`src/rtl/prbs31_burst_ctrl.sv`:
```
// Burst/continuous sequencer for the 32-bit parallel PRBS31 step (x^31 + x^28 + 1).
// Optional error injection on the byte stream is built in when PRBS31_ERRINJ_EN is defined.
module prbs31_burst_ctrl #(
  parameter int BURST_W = 16
) (
  input  logic               clk,
  input  logic               rst_n,
  input  logic [7:0]         cfg_byte,
  input  logic               cfg_we,
  input  logic               start,
  input  logic               abort,
  input  logic [BURST_W-1:0] burst_len,
`ifdef PRBS31_ERRINJ_EN
  input  logic               err_inject,
`endif
  output logic [7:0]         out_data,
  output logic               out_valid,
  input  logic               out_ready,
  output logic               busy,
  output logic               done,
  output logic [BURST_W-1:0] words_sent,
  output logic               seed_fixed
);

  typedef enum logic {S_IDLE, S_RUN} state_t;

  // Word bit i is sequence bit 32t+31-i (MSB oldest); each new bit is z[n-28] ^ z[n-31].
  function automatic logic [31:0] prbs31(input logic [31:0] w);
    logic [63:0] z;
    logic [31:0] r;
    z = '0;
    for (int k = 0; k < 32; k++) z[k] = w[31-k];
    for (int n = 32; n < 64; n++) z[n] = z[n-28] ^ z[n-31];
    for (int i = 0; i < 32; i++) r[i] = z[63-i];
    return r;
  endfunction

  state_t             state_q, state_d;
  logic [31:0]        seed_q, seed_d;
  logic [31:0]        word_q, word_d;
  logic [1:0]         idx_q, idx_d;
  logic [BURST_W-1:0] len_q, len_d;
  logic [BURST_W-1:0] words_sent_q, words_sent_d;
  logic               done_q, done_d;
  logic               seed_fixed_q, seed_fixed_d;
  logic [31:0]        seed_eff;
  logic [BURST_W-1:0] words_inc;
  logic [7:0]         byte_sel;
  logic               handshake;
`ifdef PRBS31_ERRINJ_EN
  logic               err_pend_q, err_pend_d;
`endif

  assign handshake = (state_q == S_RUN) && out_ready;
  assign seed_eff  = (seed_q == 32'd0) ? 32'h0000_0001 : seed_q;
  assign words_inc = words_sent_q + 1'b1;

  always_comb begin
    state_d      = state_q;
    seed_d       = seed_q;
    word_d       = word_q;
    idx_d        = idx_q;
    len_d        = len_q;
    words_sent_d = words_sent_q;
    done_d       = 1'b0;
    seed_fixed_d = seed_fixed_q;
`ifdef PRBS31_ERRINJ_EN
    err_pend_d   = err_pend_q;
`endif

    // Seed writes only land while idle; a start in the same cycle still sees the old seed.
    if (state_q == S_IDLE && cfg_we) seed_d = {seed_q[23:0], cfg_byte};

    if (abort) begin
      state_d = S_IDLE;
`ifdef PRBS31_ERRINJ_EN
      err_pend_d = 1'b0;
`endif
    end else begin
      case (state_q)
        S_IDLE: begin
          if (start) begin
            seed_fixed_d = (seed_q == 32'd0);
            len_d        = burst_len;
            word_d       = prbs31(seed_eff);
            idx_d        = 2'd3;
            words_sent_d = '0;
            state_d      = S_RUN;
          end
        end
        S_RUN: begin
`ifdef PRBS31_ERRINJ_EN
          if (handshake) err_pend_d = 1'b0;
          if (err_inject) err_pend_d = 1'b1;
`endif
          if (handshake) begin
            if (idx_q == 2'd0) begin
              word_d       = prbs31(word_q);
              idx_d        = 2'd3;
              words_sent_d = words_inc;
              if (len_q != '0 && words_inc == len_q) begin
                state_d = S_IDLE;
                done_d  = 1'b1;
              end
            end else begin
              idx_d = idx_q - 2'd1;
            end
          end
        end
        default: state_d = S_IDLE;
      endcase
    end
  end

  always_ff @(posedge clk) begin
    if (rst_n) begin
      state_q      <= S_IDLE;
      seed_q       <= '0;
      word_q       <= '0;
      idx_q        <= '0;
      len_q        <= '0;
      words_sent_q <= '0;
      done_q       <= 1'b0;
      seed_fixed_q <= 1'b0;
`ifdef PRBS31_ERRINJ_EN
      err_pend_q   <= 1'b0;
`endif
    end else begin
      state_q      <= state_d;
      seed_q       <= seed_d;
      word_q       <= word_d;
      idx_q        <= idx_d;
      len_q        <= len_d;
      words_sent_q <= words_sent_d;
      done_q       <= done_d;
      seed_fixed_q <= seed_fixed_d;
`ifdef PRBS31_ERRINJ_EN
      err_pend_q   <= err_pend_d;
`endif
    end
  end

  always_comb begin
    case (idx_q)
      2'd3:    byte_sel = word_q[31:24];
      2'd2:    byte_sel = word_q[23:16];
      2'd1:    byte_sel = word_q[15:8];
      default: byte_sel = word_q[7:0];
    endcase
  end

`ifdef PRBS31_ERRINJ_EN
  assign out_data = byte_sel ^ {7'd0, err_pend_q};
`else
  assign out_data = byte_sel;
`endif
  assign out_valid  = (state_q == S_RUN);
  assign busy       = (state_q == S_RUN);
  assign done       = done_q;
  assign words_sent = words_sent_q;
  assign seed_fixed = seed_fixed_q;

endmodule

```
`config.mk`:
```
export PLATFORM = sky130hd
export DESIGN_NAME = prbs31_burst_ctrl
export DESIGN_NICKNAME = d
export VERILOG_FILES = /design/src/rtl/prbs31_burst_ctrl.sv
export SDC_FILE = /design/constraint.sdc
export NUM_CORES = 1
export LEC_CHECK = 0
export ABC_AREA = 1
export CAP_MARGIN = 20
export CORE_UTILIZATION = 45
export CTS_CLUSTER_DIAMETER = 100
export CTS_CLUSTER_SIZE = 20
export DETAILED_ROUTE_END_ITERATION = 8
export GPL_ROUTABILITY_DRIVEN = 0
export PLACE_DENSITY = 0.66
export RECOVER_POWER = 25
export REMOVE_ABC_BUFFERS = 1
export SETUP_SLACK_MARGIN = 0.15
export SYNTH_ARGS = -nofsm -noshare
export SYNTH_HDL_FRONTEND = slang
export SYNTH_SLANG_ARGS = --single-unit
```
`constraint.sdc`:
```
create_clock -name clk -period 2.38 [get_ports clk]
set_input_delay 0.714 -clock clk [delete_from_list [all_inputs] [get_ports clk]]
set_output_delay 0.714 -clock clk [all_outputs]
set_load 0.005 [all_outputs]
```
==> metrics, run 1 <==
number of detailed-route iterations in the first pass 6; Total Nets Final 892; smallest hold slack 503.1 ps; max-slew violation total from the final report 0; Leakage 0.002757 uW; global-route wire length before repair 25160 um; final core area utilization 56.63%; post-layout instance count excluding filler cells 1008; area share of the largest cell type after synthesis 36.38%; skew final 9.030 ps; Synth Area per Inst 6.956 um^2; count of antenna-violating nets left after detailed routing 0; run status finished clean; Remaining DRCs 0; post-synthesis sequential element count 101; type of origin of the critical path flip-flop; post-detailed-route via-to-cell ratio 5.603; number of input and output port buffers inserted 57; most used flip-flop cell after synthesis sky130_fd_sc_hd__dfxtp_1; combined area of all synthesized cells 0.005558 mm^2; sequential share of the synthesized area 36.38%; biggest area consumer among synthesized cells sky130_fd_sc_hd__dfxtp_1; dominant cell by count in the synthesized netlist sky130_fd_sc_hd__nand2_1; max-cap violation count 0; Critical Setup Path Class reg -> out; element type at the critical path end output pin; Max Clk Rate 440.1 MHz; yosys warns 0; number of flops mapped to enable cells by yosys 0; Netlist cell types 41; layout cells sized above 1 10.92%; Core Rows 40; core area 0.01201 mm^2; worst skew pair latency 350 ps; unrepaired setup endpoints after global routing true; cell count after synthesis 799; final critical delay including setup and external delays 2272 ps; hold violation total from the final report 0; clock tree from TritonCTS done; DRT iter0 DRCs 503; H-tree levels 3; Inst Count DP 989; detailed-route wire length 15680 um; Die Footprint 0.01280 mm^2; synthesis-to-finish area growth 22.38%; ys async rst share 0%; worst min path class reg -> reg; initial antenna violation count 0; Overflow after GRT 0; Max VDD drop 0.5094 mV; clock tree root driver cell sky130_fd_sc_hd__clkbuf_16; via count of the first global-routing pass 5212; Final setup violation count 0; Relative slew margins 35.21%; Die Ht 113.1 um; top fanout value on the critical path 8; commonest cells in the netlist sky130_fd_sc_hd__nand2_1, sky130_fd_sc_hd__o21ai_0, sky130_fd_sc_hd__nor2_1, sky130_fd_sc_hd__dfxtp_1, sky130_fd_sc_hd__a21oi_1; Via Count 5648; sink count of the clock tree 101; Filler Cells Inserted 1155; power per cell area 611.9 mW/mm^2; clock-pin slew of the registers on the worst-case setup and hold paths 70 ps; buffer levels on the longest clock path 2; detail-routed net length per standard cell 15.55 um; Die Wd 113.1 um; effective utilization at floorplan 46.27%; Tightest Pin Transition 971.8 ps; HPWL Detailed 11220 um; number of buffers added by the clock tree synthesis step 9; portion of the clock cycle consumed by the worst path in the final layout 95.46%; critical path arrival 1560 ps; GRT Resource Usage Total 25.05%; leading post-synthesis cells by cell area sky130_fd_sc_hd__dfxtp_1, sky130_fd_sc_hd__o21ai_0, sky130_fd_sc_hd__nand2_1; antenna cell count 0; largest net degree at the start of global routing 56; Worst EP required 1670 ps; total negative setup slack 0 ps; Top-Level Pins 58
[stage by stage]
step	power, uW	worst slack (ps)	instance area, um^2
after floorplan	2377	-811.4	5369
after global placement	2698	-26.04	6396
after detailed placement	2714	-182.8	6396
after CTS	4166	107.8	6728
after global routing	4378	40.01	6802
final	4162	108.0	6802
[sequential cells by signal, summed over array words and instances, names as in the netlist]
signal / flops
len_q: 16
idx_q: 2
seed_fixed: 1
words_sent: 16
seed_q: 32
busy: 1
done: 1
word_q: 32
[logic make-up after synthesis]
kind of cell / synth area share [%]
compound gates: 22.72
flops: 36.38
simple gates: 24.83
xor+xnor: 7.362
buf+inv: 7.587
fa+ha+maj: 1.126
[timing repair]
| item | 4_1_cts | 5_1_grt |
|---|---|---|
| setup buffers | 3 | 1 |
| hold buffers | 0 | 0 |
| resized for setup | 51 | 20 |
| pin swaps | 5 | 5 |
| endpoints found under the setup margin | 8 | 8 |
[layout by cell type (no fill, tap or decap), types with 3 or more instances in the layout]
cell type                         Yosys  final
sky130_fd_sc_hd__a21oi_1             75     75
sky130_fd_sc_hd__a31oi_1             21     21
sky130_fd_sc_hd__buf_4                4     20
sky130_fd_sc_hd__clkdlybuf4s50_1      0     48
sky130_fd_sc_hd__nor4_1               6      6
sky130_fd_sc_hd__o211ai_1             4      4
sky130_fd_sc_hd__nor2_4               7      7
sky130_fd_sc_hd__nor3_1               3      3
sky130_fd_sc_hd__inv_1               58     55
sky130_fd_sc_hd__o21ai_1              2      6
sky130_fd_sc_hd__buf_2                8      8
sky130_fd_sc_hd__buf_12               0      5
sky130_fd_sc_hd__xor2_1              31     31
sky130_fd_sc_hd__o21ai_0            116    110
sky130_fd_sc_hd__ha_4                 0      4
sky130_fd_sc_hd__nand2_2              7      7
sky130_fd_sc_hd__inv_2                4      4
sky130_fd_sc_hd__nand3_1             48     48
sky130_fd_sc_hd__nand2_1            118    118
sky130_fd_sc_hd__xnor2_1             10     10
sky130_fd_sc_hd__dfxtp_1            101     99
sky130_fd_sc_hd__a221oi_2             0      5
sky130_fd_sc_hd__nand4_1             10     10
sky130_fd_sc_hd__clkbuf_1            25      5
sky130_fd_sc_hd__nor2_1             107    106
sky130_fd_sc_hd__clkbuf_16            0      9
[layer usage]
layer | part of all wire [%] | vias to the layer above | track usage (%)
met5 | 0 | - | 0
met4 | 4.4 | 0 | 12.89
met3 | 4.9 | 55 | 5.785
met2 | 49 | 176 | 42.94
met1 | 42 | 2607 | 29.21
li1 | - | 2810 | -
[final timing paths]
path	slack [ps]	end	start	cells after the start
worst max-delay path	110	out_data[4]	idx_q[0]	8
worst min-delay path	500	len_q[5]	len_q[5]	2
worst max register to register	310	seed_q[12]	busy	7
worst min register to register	500	len_q[5]	len_q[5]	2
[where the power goes]
group	internal [uW]	switching (uW)
logic	342	423
clock network	814	625
registers	1800	156
[area by class of cell]
class	instances	area [um^2]	share of cell area (%)
clock buffer	12	236.5	3.477
clock inverter	3	47.55	0.6990
inverter	62	247.7	3.642
multi-input combinational	595	3238	47.61
sequential	101	2027	29.80
tap	147	183.9	2.704
timing repair buffer	88	820.8	12.07
[worst max-delay path: stages, from the launching register on]
cell	delay, ps
sky130_fd_sc_hd__dfxtp_4	390
sky130_fd_sc_hd__inv_6	50
sky130_fd_sc_hd__ha_4	180
sky130_fd_sc_hd__inv_8	80
sky130_fd_sc_hd__buf_4	110
sky130_fd_sc_hd__buf_6	90
sky130_fd_sc_hd__nor2_2	30
sky130_fd_sc_hd__nor2_1	140
sky130_fd_sc_hd__buf_2	140
No activity file was read; power rests on OpenSTA's default activity.
==> run 2, diff against run 1 <==
--- a/config.mk
+++ b/config.mk
@@ -16,6 +16,7 @@
 export RECOVER_POWER = 25
 export REMOVE_ABC_BUFFERS = 1
 export SETUP_SLACK_MARGIN = 0.15
+export SLEW_MARGIN = 20
 export SYNTH_ARGS = -nofsm -noshare
 export SYNTH_HDL_FRONTEND = slang
 export SYNTH_SLANG_ARGS = --single-unit
==> results of run 2 <==
Final layout, timing and power as in run 1 (identical DEF).
==> run 3, diff against run 2 <==
--- a/config.mk
+++ b/config.mk
@@ -6,6 +6,7 @@
 export NUM_CORES = 1
 export LEC_CHECK = 0
 export ABC_AREA = 1
+export ABC_CLOCK_PERIOD_IN_PS = 2380
 export CAP_MARGIN = 20
 export CORE_UTILIZATION = 45
 export CTS_CLUSTER_DIAMETER = 100
==> results of run 3 <==
Final layout, timing and power as in run 1 (identical DEF).
